$ cat src/rtl/caliptra_ext_mem_loader.sv
// Backdoor SRAM loader: queues harness write requests and slips them into
// per-channel SRAM ports in cycles where the DUT leaves that port idle.
module caliptra_ext_mem_loader #(
    parameter int unsigned NUM_CH      = 3,
    parameter int unsigned DATA_W      = 64,
    parameter int unsigned ADDR_W      = 15,
    parameter int unsigned FIFO_DEPTH  = 4,
    parameter int unsigned STALL_LIMIT = 16,
    parameter int unsigned CH_W        = (NUM_CH > 1) ? $clog2(NUM_CH) : 1
) (
    input  logic                     clk,
    input  logic                     cptra_rst_b,
    input  logic                     ext_valid,
    output logic                     ext_ready,
    input  logic [CH_W-1:0]          ext_ch,
    input  logic [ADDR_W-1:0]        ext_addr,
    input  logic [DATA_W-1:0]        ext_wdata,
    input  logic [DATA_W-1:0]        ext_flip,
    input  logic                     ext_flush,
    input  logic [NUM_CH-1:0]        dut_cs_i,
    input  logic [NUM_CH-1:0]        dut_we_i,
    input  logic [NUM_CH*ADDR_W-1:0] dut_addr_i,
    input  logic [NUM_CH*DATA_W-1:0] dut_wdata_i,
    output logic [NUM_CH-1:0]        mem_cs_o,
    output logic [NUM_CH-1:0]        mem_we_o,
    output logic [NUM_CH*ADDR_W-1:0] mem_addr_o,
    output logic [NUM_CH*DATA_W-1:0] mem_wdata_o,
    output logic                     idle_o,
    output logic [31:0]              wr_count_o,
    output logic                     starve_o,
    output logic                     bad_ch_o
);

    localparam int unsigned PTR_W   = (FIFO_DEPTH > 1) ? $clog2(FIFO_DEPTH) : 1;
    localparam int unsigned CNT_W   = PTR_W + 1;
    localparam int unsigned STALL_W = $clog2(STALL_LIMIT + 1);

    logic [CH_W-1:0]    q_ch    [FIFO_DEPTH];
    logic [ADDR_W-1:0]  q_addr  [FIFO_DEPTH];
    logic [DATA_W-1:0]  q_data  [FIFO_DEPTH];
    logic [DATA_W-1:0]  q_flip  [FIFO_DEPTH];
    logic [PTR_W-1:0]   wr_ptr;
    logic [PTR_W-1:0]   rd_ptr;
    logic [CNT_W-1:0]   count;
    logic [STALL_W-1:0] stall_cnt;

    logic              head_valid;
    logic              full;
    logic [CH_W-1:0]   head_ch;
    logic [ADDR_W-1:0] head_addr;
    logic [DATA_W-1:0] head_wdata;
    logic              head_ch_ok;
    logic              head_free;
    logic              issue;
    logic              drop;
    logic              pop;
    logic              push;
    logic              blocked;

    function automatic logic ch_in_range(input logic [CH_W-1:0] ch);
        ch_in_range = 1'b0;
        for (int unsigned c = 0; c < NUM_CH; c++) begin
            if (ch == CH_W'(c)) ch_in_range = 1'b1;
        end
    endfunction

    // Head decode and issue decision; a flush cancels both push and issue.
    always_comb begin
        head_valid = (count != '0);
        full       = (count == CNT_W'(FIFO_DEPTH));
        head_ch    = q_ch[rd_ptr];
        head_addr  = q_addr[rd_ptr];
        head_wdata = q_data[rd_ptr] ^ q_flip[rd_ptr];
        head_ch_ok = ch_in_range(head_ch);
        head_free  = 1'b0;
        for (int unsigned c = 0; c < NUM_CH; c++) begin
            if (head_ch == CH_W'(c)) head_free = !dut_cs_i[c];
        end
        issue     = head_valid && head_ch_ok && head_free && !ext_flush;
        drop      = head_valid && !head_ch_ok && !ext_flush;
        pop       = issue || drop;
        blocked   = head_valid && head_ch_ok && !head_free;
        ext_ready = !full;
        push      = ext_valid && !full && !ext_flush;
        idle_o    = !head_valid;
    end

    // DUT pass-through with the loader write overlaid on the head's channel.
    always_comb begin
        mem_cs_o    = dut_cs_i;
        mem_we_o    = dut_we_i;
        mem_addr_o  = dut_addr_i;
        mem_wdata_o = dut_wdata_i;
        for (int unsigned c = 0; c < NUM_CH; c++) begin
            if (issue && head_ch == CH_W'(c)) begin
                mem_cs_o[c]                    = 1'b1;
                mem_we_o[c]                    = 1'b1;
                mem_addr_o[c*ADDR_W +: ADDR_W] = head_addr;
                mem_wdata_o[c*DATA_W +: DATA_W] = head_wdata;
            end
        end
    end

    always_ff @(posedge clk or negedge cptra_rst_b) begin
        if (!cptra_rst_b) begin
            for (int unsigned i = 0; i < FIFO_DEPTH; i++) begin
                q_ch[i]   <= '0;
                q_addr[i] <= '0;
                q_data[i] <= '0;
                q_flip[i] <= '0;
            end
            wr_ptr     <= '0;
            rd_ptr     <= '0;
            count      <= '0;
            stall_cnt  <= '0;
            wr_count_o <= '0;
            starve_o   <= 1'b0;
            bad_ch_o   <= 1'b0;
        end else begin
            if (ext_flush) begin
                wr_ptr <= '0;
                rd_ptr <= '0;
                count  <= '0;
            end else begin
                if (push) begin
                    q_ch[wr_ptr]   <= ext_ch;
                    q_addr[wr_ptr] <= ext_addr;
                    q_data[wr_ptr] <= ext_wdata;
                    q_flip[wr_ptr] <= ext_flip;
                    wr_ptr         <= wr_ptr + PTR_W'(1);
                end
                if (pop) rd_ptr <= rd_ptr + PTR_W'(1);
                if (push && !pop)      count <= count + CNT_W'(1);
                else if (pop && !push) count <= count - CNT_W'(1);
            end

            // Blocked-cycle counter saturates at the limit; flag is sticky.
            if (ext_flush || pop || !head_valid) begin
                stall_cnt <= '0;
            end else if (blocked && stall_cnt != STALL_W'(STALL_LIMIT)) begin
                stall_cnt <= stall_cnt + STALL_W'(1);
                if (stall_cnt == STALL_W'(STALL_LIMIT - 1)) starve_o <= 1'b1;
            end

            if (push && !ch_in_range(ext_ch)) bad_ch_o <= 1'b1;
            if (issue && wr_count_o != 32'hFFFF_FFFF) wr_count_o <= wr_count_o + 32'd1;
        end
    end

endmodule

$ cat config.mk
export PLATFORM = sky130hd
export DESIGN_NAME = caliptra_ext_mem_loader
export DESIGN_NICKNAME = d
export VERILOG_FILES = /design/src/rtl/caliptra_ext_mem_loader.sv
export SDC_FILE = /design/constraint.sdc
export NUM_CORES = 1
export LEC_CHECK = 0
export ABC_AREA = 1
export BUFFER_PORTS_ARGS = -buffer_cell sky130_fd_sc_hd__buf_2
export CAP_MARGIN = 0
export CORE_ASPECT_RATIO = 0.75
export CORE_MARGIN = 2
export CORE_UTILIZATION = 40
export CTS_CLUSTER_DIAMETER = 200
export DETAILED_ROUTE_END_ITERATION = 8
export SYNTH_ARGS = -nofsm -noshare
export SYNTH_HDL_FRONTEND = slang
export SYNTH_SLANG_ARGS = --single-unit
export TNS_END_PERCENT = 5
$ cat constraint.sdc
create_clock -name clk -period 5.8 [get_ports clk]
set_input_delay 0 -clock clk [delete_from_list [all_inputs] [get_ports clk]]
set_output_delay 0 -clock clk [all_outputs]
set_load 0.01 [all_outputs]
# --- Word-level counts from Yosys, hierarchy flattened ---
# Cells that the tools add are included.
# W data, S select, Z words.
classes:
  addsub: 6
  bitwise_logic: 5
  shifts: 0
  muxes: 52
  magnitude_cmp: 3
  eq_ne: 8
  mul: 0
  n_div: 0
  n_reduce_logical: 40
op_table:
  columns: ["op", "n"]
  rows:
  - ["$bwmux W256", 2]
  - ["$mux W64", 8]
  - ["$bmux W64 S2", 2]
  - ["$demux W64 S2", 1]
  - ["$mux W15", 6]
  - ["$xor A64 B64 Y64", 1]
  - ["$bwmux W60", 1]
  - ["$add A32 B1 Y32 const B", 1]
  - ["$ne A32 B32 Y1 const B", 1]
  - ["$bmux W15 S2", 1]
  - ["$demux W15 S2", 1]
  - ["$logic_and A1 B1 Y1", 17]
  - ["$mux W1", 15]
  - ["$mux W2", 7]
  - ["$logic_not A1 Y1", 11]
  - ["$mux W5", 2]
  - ["$mux W3", 3]
  - ["$bwmux W8", 1]
  - ["$ge A3 B3 Y1 const B", 2]
  - ["$not A2 Y3", 2]
  - ["$reduce_bool A2 Y1", 3]
  - ["$reduce_bool A3 Y1", 2]
  - ["$add A5 B1 Y5 const B", 1]
  - ["$eq A5 B4 Y1 const B", 1]
  - ["15 further kinds", 22]
totals:
  input_bits: 392
  mem_count: 0
  regBits: 626
  out_inout_bits: 279
  mem_bits_rw: 0
  latchBits: 0
  wordCells: 137
  romBits: 0

# --- Longest topological paths before layout ---
# Gate-level depths: netlist of run 1.
depth:
  depth_word: 16
  mapped_depth: 18
  depth_no_buf: 18

# --- Worst setup path after synthesis of run 1 ---
# Ideal clock, no wire load.
synth_path:
  kind: "register to register"
  start: "reg rd_ptr[0]"
  end: "reg count[2]"
  path_stages_with_launch: 17
  period_less_slack_ps: 2327
  n_path_buf: 1
  setup_slack_ps: 3473
  setup_time_ps: 117
  required_ps: 5683
  arrival_time_ps: 2210
  path_cell_list: "dfrtp_1 -> buf_4 -> nand2_1 -> nand3_1 -> nand2_2 -> nand3_1 -> nand3_1 -> nand2_4 -> nand3_1 -> inv_1 -> fa_1 -> xnor2_1 -> inv_1 -> nand2_1 -> nand2_1 -> nand2_1 -> nand2_1"
synth_between:
  elab_chain_cells: 16
  word_cells_on_any_way: 26
  classes_between: "eq/ne (2); mux (11); bitwise (1); reduce/logical (12)"
synth_rtl:
  columns: ["element", "line_no", "source"]
  rows:
  - ["start: declaration", "43", "logic [PTR_W-1:0] rd_ptr;"]
  - ["start signal: assignment", "132", "if (pop) rd_ptr <= rd_ptr + PTR_W'(1);"]
  - ["$not A2 Y3 (not written as such) *", "71", "head_ch = q_ch[rd_ptr];"]
  - ["$bmux W2 S2 *", "71", null]
  - ["$mux W2 (not written as such) * (2 in a row)", "71", null]
  - ["$logic_not A2 Y1", "63, 77", null]
  - ["$mux W1 (3 in a row)", "63", "if (ch == CH_W'(c)) ch_in_range = 1'b1;"]
  - ["$logic_and A1 B1 Y1 / $logic_not A1 Y1 (equally long branches)", "79, 80", null]
  - ["$logic_and A1 B1 Y1, on equally long branches (2 in a row)", "79, 80", null]
  - ["$logic_or A1 B1 Y1 *", "81", "pop = issue || drop;"]
  - ["$logic_not A1 Y1", "133", "if (push && !pop) count <= count + CNT_W'(1);"]
  - ["$logic_and A1 B1 Y1", "133", null]
  - ["$mux W3", "133", null]
  - ["$mux W3", "120", "if (ext_flush) begin"]
  - ["end signal: assignment", "133", null]
  - ["end signal: assignment", "134", "else if (pop && !push) count <= count - CNT_W'(1);"]
  - ["end: declaration", "44", "logic [CNT_W-1:0] count;"]
# Every way passes the cells marked *; elsewhere a longest branch is shown, timed or not. The select of a mux whose other input is x is not followed.
# A chain may end at the register's enable or synchronous reset.

# --- Final worst setup path of run 1 ---
layout_path:
  start: "reg rd_ptr[0]"
  end: "out mem_wdata_o[49]"
layout_between:
  elab_chain_cells: 13
  word_cells_on_any_way: 25
  classes_between: "eq/ne (2); mux (16); bitwise (2); reduce/logical (5)"
layout_rtl:
  columns: ["element", "line_no", "source"]
  rows:
  - ["$not A2 Y3 (not written as such) *", "71, 73", null]
  - ["$bmux W2 S2", "71", null]
  - ["$mux W2 (not written as such) (2 in a row)", "71", null]
  - ["$logic_not A2 Y1", "63, 77, 95", null]
  - ["$mux W1 (3 in a row)", "63", null]
  - ["$logic_and A1 B1 Y1 (3 in a row)", "79", "issue = head_valid && head_ch_ok && head_free && !ext_flush;"]
  - ["$logic_and A1 B1 Y1", "95", "if (issue && head_ch == CH_W'(c)) begin"]
  - ["$mux W64 *", "95", null]
  - ["end: declaration", "27", "output logic [NUM_CH*DATA_W-1:0] mem_wdata_o,"]
# Marked as above.

==> impl_metrics.json, run 1 <==
{
  "preCtsSetupSlack_ns": 1.83,
  "p_sw_w": 0.00815,
  "setup_tns_ns": 0,
  "power_frac_comb": 0.396,
  "place.port_buffers": 670,
  "n_fill_cell": 7636,
  "syn_area_sq_um": 30900,
  "clk_path_buf_depth": 3,
  "reg2regPathDepth": 13,
  "fin_skew_ns": 0.0205,
  "clkTransAtPathRegs_ns": 0.06,
  "fin_crit_ns": 4.65,
  "synthFlopType": "dfrtp_1",
  "arrival_ns": 4.65,
  "synthTopCellsByArea": "dfrtp_1, nand2_1, o21ai_0",
  "fmax_mhz": 215,
  "finalCritPeriodShare": 0.801,
  "design.core.area_sq_um": 76700,
  "synth_edf_count": 0,
  "slowest_stage": "buf_4",
  "syn_nets": 4453,
  "path_cells": "buf_4 -> nand2_1 -> nand3_1 -> nand2_1 -> nand3_1 -> nand3_1 -> nand2_4 -> nor3_4 -> inv_2 -> buf_4 -> nand2_1 -> nand2_1 -> buf_2",
  "synthArstFlopShare": 1.00,
  "drv_slew": 0,
  "rsz0062_at_grt": "false",
  "postRouteAntennaNets": 0,
  "crit_family": "buffers and inverters",
  "hpwlAfterDp_microns": 68500,
  "grt_util_all_layers": 0.259,
  "cts_buffers": 68,
  "grt-ovfl-total": 0,
  "cpPeakStageDelay_ns": 0.72,
  "finalHoldViolations": 3,
  "crit_type": "reg -> out",
  "antenna_found_initial": 12,
  "cap_violations": 0,
  "power.leakage_nw": 20.1,
  "critical_path_required_ns": 5.80,
  "whs_ns": -0.00825,
  "path_max_fanout": 79,
  "fin_area_sq_um": 38600,
  "tightest_slew_ns": 1.14,
  "ys_seq_area_frac": 0.506,
  "pwr-share-seq": 0.371,
  "die_area_sq_um": 79600,
  "drc": 0,
  "crit_buf_inv": 4,
  "start_util": 0.403,
  "vias": 29360,
  "yosys_warnings": 0,
  "viasPerCell": 5.07,
  "setup_violations": 0,
  "clk_latency_ns": 0.64,
  "setup_ws_ns": 1.15,
  "synth_cell_types": 31,
  "final_nets": 5096,
  "status": "finished with violations",
  "die_w_microns": 325,
  "cts.htree.levels": 3,
  "synth.most_common_cell": "nand2_1",
  "swShare": 0.421,
  "place_area_sq_um": 34800,
  "ys_ff_latch": 626,
  "ir_worst_vdd_mv": 0.296,
  "wire_per_inst_microns": 18.2,
  "synthDominantCellAreaShare": 0.506,
  "p_clk_frac": 0.232,
  "grt_max_degree": 217,
  "hold_path_class": "in -> async",
  "cp-end-kind": "output pin",
  "violations": "negative hold slack",
  "cts_resized": 0,
  "power_w": 0.0194,
  "initialDrtViolationCount": 2828,
  "path_common_cell": "nand2_1",
  "slew_headroom": 0.237,
  "yosysTopAreaCell": "dfrtp_1",
  "drive_above_1_share": 0.174,
  "grt_pass1_vias": 27330,
  "power.density_nw_per_um2": 502,
  "syn_to_final_growth_pct": 24.6,
  "die_h_microns": 245,
  "gp_congestion": 0.895,
  "firstDrtPassIters": 6,
  "start_kind": "flop",
  "synth_common_cells": "nand2_1, o21ai_0, dfrtp_1",
  "cts_tree": "done",
  "wirelength_microns": 105000,
  "synth_area_per_cell_sq_um": 7.64,
  "clock-root-buffer": "clkbuf_16",
  "rows": 88,
  "cp.depth": 13,
  "grt_pass1_wl_microns": 163000,
  "p_int_w": 0.0112,
  "syn-instance-count": 4052,
  "numClockSinks": 626,
  "num_io_pins": 671,
  "post_cts_buffers": 0
}
==> final cells by class <==
class | instances | area (sq um) | area share
timing repair buffer | 849 | 5200 | 0.135
multi-input combinational | 2957 | 13300 | 0.346
tap | 1035 | 1290 | 0.0336
clock buffer | 102 | 1990 | 0.0516
inverter | 193 | 734 | 0.0190
sequential | 626 | 15700 | 0.406
clock inverter | 21 | 314 | 0.00814
antenna | 4 | 10.0 | 0.000260
==> power groups by stage <==
stage / registers [W] / clock network, W / logic, W
global placement: 0.00719 / 0 / 0.00749
floorplan: 0.00696 / 0 / 0.00490
finish: 0.00719 / 0.00450 / 0.00767
detailed placement: 0.00722 / 0 / 0.00755
CTS: 0.00717 / 0.00460 / 0.00765
global route: 0.00743 / 0.00479 / 0.00856
==> worst register-to-register path, stage by stage (launching register included) <==
cell	delay [ns]
dfrtp_4	0.67
buf_4	0.74
nand2_1	0.25
nand2_1	0.12
nand2_1	0.06
nand2_2	0.15
nand3_1	0.13
nand3_1	0.15
nand2_4	0.12
inv_1	0.12
nand2_2	0.30
inv_1	0.69
nand2_1	0.14
xor2_1	0.17
==> final timing paths <==
kind	startpoint	end	slack [ns]
worst min register to register	starve_o$_DFFE_PN0P_	starve_o$_DFFE_PN0P_	0.47
worst max-delay path	rd_ptr[0]$_DFFE_PN0P_	mem_wdata_o[49]	1.15
max in group asynchronous	cptra_rst_b	rd_ptr[0]$_DFFE_PN0P_	4.36
worst max register to register	rd_ptr[0]$_DFFE_PN0P_	wr_count_o[10]$_DFFE_PN0P_	1.87
worst min-delay path	cptra_rst_b	q_flip[209]$_DFFE_PN0P_	-0.008
min in group clk	dut_cs_i[1]	count[2]$_DFFE_PN0P_	0.06
==> cells by family (layout without fill, tap and decap cells) <==
group | Yosys count | in the layout | share of synthesized area
simple gates | 1822 | 1822 | 0.226
compound gates | 1030 | 1030 | 0.173
xor+xnor | 96 | 96 | 0.0272
fa+ha+maj | 9 | 9 | 0.00388
flops | 626 | 626 | 0.506
other cells | 0 | 4 | 0
buf+inv | 469 | 1165 | 0.0639
==> per-stage QoR <==
step           hold WS (ns)   util  instances
2_1_floorplan        -0.296      -       4052
3_3_place_gp         0.0968  0.453       5511
3_5_place_dp         0.0876  0.453       5511
4_1_cts              0.0255  0.502       5783
5_1_grt              0.0491  0.502       5785
6_report           -0.00825  0.502       5787
==> cell usage in the layout, fill, tap and decap left out, types with 2 or more instances in the layout <==
cell / instances
dlygate4sd3_1: 149
clkinv_8: 2
inv_1: 187
o21ai_0: 881
nor3_4: 3
nand4_1: 11
inv_2: 4
clkbuf_8: 14
clkbuf_1: 19
a31o_2: 2
buf_12: 10
diode_2: 4
nand2_4: 5
xor2_1: 92
a21oi_1: 4
nand3_1: 28
o22ai_1: 143
nor4_1: 3
dfrtp_4: 2
clkinvlp_4: 5
or2_1: 3
nand2_2: 2
nor2_1: 324
ha_1: 8
clkinv_2: 5
bufinv_16: 5
clkbuf_16: 69
buf_4: 20
xnor2_1: 4
dfrtp_1: 624
nand2_1: 1420
buf_2: 669
inv_16: 3
nor3_1: 18
==> flip-flops by register name, indices dropped and copies added, names as in the netlist <==
signal and cells:
q_ch 8, q_data 256, bad_ch_o 1, count 3, rd_ptr 2, wr_count_o 32
q_addr 60, stall_cnt 5, q_flip 256, wr_ptr 2, starve_o 1
==> layer usage <==
metal / global-route usage / share of wire / vias up
li1: - / - / 14367
met1: 0.389 / 0.48 / 13974
met2: 0.373 / 0.43 / 885
met3: 0.0614 / 0.072 / 124
met4: 0.0603 / 0.018 / 10
met5: 0 / 0.00061 / -
==> what timing repair did <==
action / CTS / global route
hold buffers: 149 / 0
endpoints found under the setup margin: 0 / 0
endpoints found under the hold margin: 679 / 0
No activity file was read; power rests on OpenSTA's default activity.
==> run 2: changes to the inputs <==
--- a/config.mk
+++ b/config.mk
@@ -5,7 +5,7 @@
 export SDC_FILE = /design/constraint.sdc
 export NUM_CORES = 1
 export LEC_CHECK = 0
-export ABC_AREA = 1
+export ABC_AREA = 0
 export BUFFER_PORTS_ARGS = -buffer_cell sky130_fd_sc_hd__buf_2
 export CAP_MARGIN = 0
 export CORE_ASPECT_RATIO = 0.75
==> constraint.sdc (replaced) <==
create_clock -name clk -period 4.4 [get_ports clk]
set_input_delay 0 -clock clk [delete_from_list [all_inputs] [get_ports clk]]
set_output_delay 0 -clock clk [all_outputs]
set_load 0.01 [all_outputs]
==> impl_metrics.json, run 2 <==
{
  "hpwlAfterDp_microns": 57200,
  "arrival_ns": 4.08,
  "whs_ns": 0.0908,
  "syn-instance-count": 2255,
  "finalCritPeriodShare": 0.926,
  "power_w": 0.0245,
  "clk_path_buf_depth": 3,
  "gp_congestion": 0.973,
  "reg2regPathDepth": 5,
  "num_io_pins": 671,
  "clkTransAtPathRegs_ns": 0.06,
  "synth_simple_gate_area_frac": 0.0507,
  "synthMuxAreaShare": 0.331,
  "clock-root-buffer": "clkbuf_16",
  "syn_to_final_growth_pct": 27.0,
  "fin_skew_ns": 0.0147,
  "crit_type": "reg -> out",
  "syn_area_sq_um": 30800,
  "fin_crit_ns": 4.08,
  "initialDrtViolationCount": 936,
  "clk_latency_ns": 0.61,
  "setup_violations": 0,
  "ys_seq_area_frac": 0.509,
  "die_area_sq_um": 79300,
  "die_h_microns": 244,
  "synthXorXnorAreaFrac": 0.0839,
  "ir_worst_vdd_mv": 0.234,
  "n_fill_cell": 6571,
  "slew_headroom": 0.337,
  "path_max_fanout": 47,
  "synth_edf_count": 0,
  "cp-end-kind": "output pin",
  "rows": 88,
  "hold_buffers": 148,
  "critical_path_required_ns": 4.40,
  "cts_buffers": 69,
  "die_w_microns": 324,
  "synthTopCellsByArea": "dfrtp_1, mux2_2, xor2_1",
  "grt_util_all_layers": 0.205,
  "viasPerCell": 5.07,
  "grt_pass1_wl_microns": 128000,
  "numClockSinks": 626,
  "synthArstFlopShare": 1.00,
  "synth.most_common_cell": "mux2_2",
  "cp-endpoint": "mem_wdata_o[103]",
  "grt_max_degree": 118,
  "final_common_cell": "mux2_2",
  "antenna_found_initial": 9,
  "design.core.area_sq_um": 76500,
  "cts_tree": "done",
  "start_util": 0.402,
  "top_regs": "q_data x256, q_flip x256, q_addr x60",
  "synth_adder_area_share": 0.00390,
  "grt_pass1_vias": 22277,
  "fmax_mhz": 245,
  "final_cell_mix": "mux2_2, buf_2, dfrtp_1, xor2_1, nand2_1",
  "drc": 0,
  "syn_nets": 2656,
  "setup_tns_ns": 0,
  "post_cts_buffers": 0,
  "wire_per_inst_microns": 19.7,
  "tightest_slew_ns": 0.994,
  "r2r-start": "rd_ptr[0]$_DFFE_PN0P_",
  "start_kind": "flop",
  "yosysTopAreaCell": "dfrtp_1",
  "hold_path_class": "in -> reg",
  "grt-ovfl-total": 0,
  "yosys_warnings": 0,
  "power.leakage_nw": 19.2,
  "synth_common_cells": "mux2_2, dfrtp_1, xor2_1",
  "power.density_nw_per_um2": 625,
  "regToRegSetupSlack_ns": 1.09,
  "synth_cell_types": 44,
  "drive_above_1_share": 0.526,
  "status": "completed",
  "cts_resized": 0,
  "placedCellCount": 3879,
  "drv_slew": 0,
  "vias": 21041,
  "synth_area_per_cell_sq_um": 13.7,
  "postRouteAntennaNets": 0,
  "synthFlopType": "dfrtp_1",
  "firstDrtPassIters": 5,
  "fin_area_sq_um": 39100,
  "rsz0062_at_grt": "false",
  "synth-compound-area-share": 0.00353,
  "place.port_buffers": 670,
  "cts.htree.levels": 3,
  "wirelength_microns": 81800,
  "synthDominantCellAreaShare": 0.509,
  "rr_endpoint": "wr_count_o[1]$_DFFE_PN0P_",
  "ys_ff_latch": 626,
  "cap_violations": 0,
  "place_area_sq_um": 35400,
  "final_nets": 3464,
  "final_cells": 4149,
  "synth_top_family_by_area": "multiplexers",
  "finalHoldViolations": 0,
  "crit_start": "rd_ptr[0]$_DFFE_PN0P_"
}
run 2: power by group:
group	switching, W	internal, W	leakage (nW)
logic	0.00408	0.00492	10.2
registers	0.00162	0.00819	7.92
clock network	0.00228	0.00339	1.11
run 2: how the worst min path moves through the flow:
| stage | start | depth (start not counted) | endpoint | slack [ns] |
|---|---|---|---|---|
| final | dut_cs_i[2] | 5 | rd_ptr[0]$_DFFE_PN0P_ | 0.09 |
| after global routing | dut_cs_i[2] | 5 | rd_ptr[0]$_DFFE_PN0P_ | 0.10 |
| after CTS | dut_cs_i[2] | 5 | rd_ptr[0]$_DFFE_PN0P_ | 0.04 |
| after detailed placement | cptra_rst_b | 1 | q_data[58]$_DFFE_PN0P_ | 0.20 |
| after global placement | cptra_rst_b | 1 | q_data[58]$_DFFE_PN0P_ | 0.18 |
| after floorplan | cptra_rst_b | 0 | bad_ch_o$_DFFE_PN0P_ | -0.30 |
run 2: cell families after synthesis:
logic type / after synthesis
AOI/OAI and AO/OA: 16
xor gates and xnor gates: 295
adders and majority gates: 9
buffers and inverters: 129
DFF: 626
muxes: 823
and+or+nand+nor: 357
run 2: area by class of cell:
| cell class | count | area (sq um) | share of cell area |
|---|---|---|---|
| flip-flops and latches | 626 | 15700 | 0.401 |
| multi-input cells | 1500 | 14600 | 0.374 |
| repair buffers | 854 | 5270 | 0.135 |
| clock buffers | 97 | 2040 | 0.0521 |
| well taps | 1035 | 1290 | 0.0331 |
| clock inverters | 21 | 186 | 0.00476 |
| inverters | 12 | 45.0 | 0.00115 |
| diodes | 4 | 10.0 | 0.000256 |
run 2: critical path, cell delays in order, from the launching register on:
cell and delay, ns:
dfrtp_4 0.74, mux4_2 0.71, nand4bb_4 0.93, buf_12 0.49, mux2_2 0.35, buf_2 0.14
run 2: metal layers:
layer,vias up,GRT usage,part of all wire
met5,-,0,0.00066
met4,10,0.0492,0.021
met3,131,0.0463,0.051
met2,503,0.341,0.48
met1,10844,0.272,0.44
li1,9553,-,-
run 2: through the flow:
stage / setup WS (ns) / utilization
after detailed placement: 0.969 / 0.463
after floorplan: 1.81 / -
after global placement: 1.05 / 0.463
after CTS: 0.293 / 0.511
final: 0.325 / 0.511
after global routing: 0.144 / 0.511
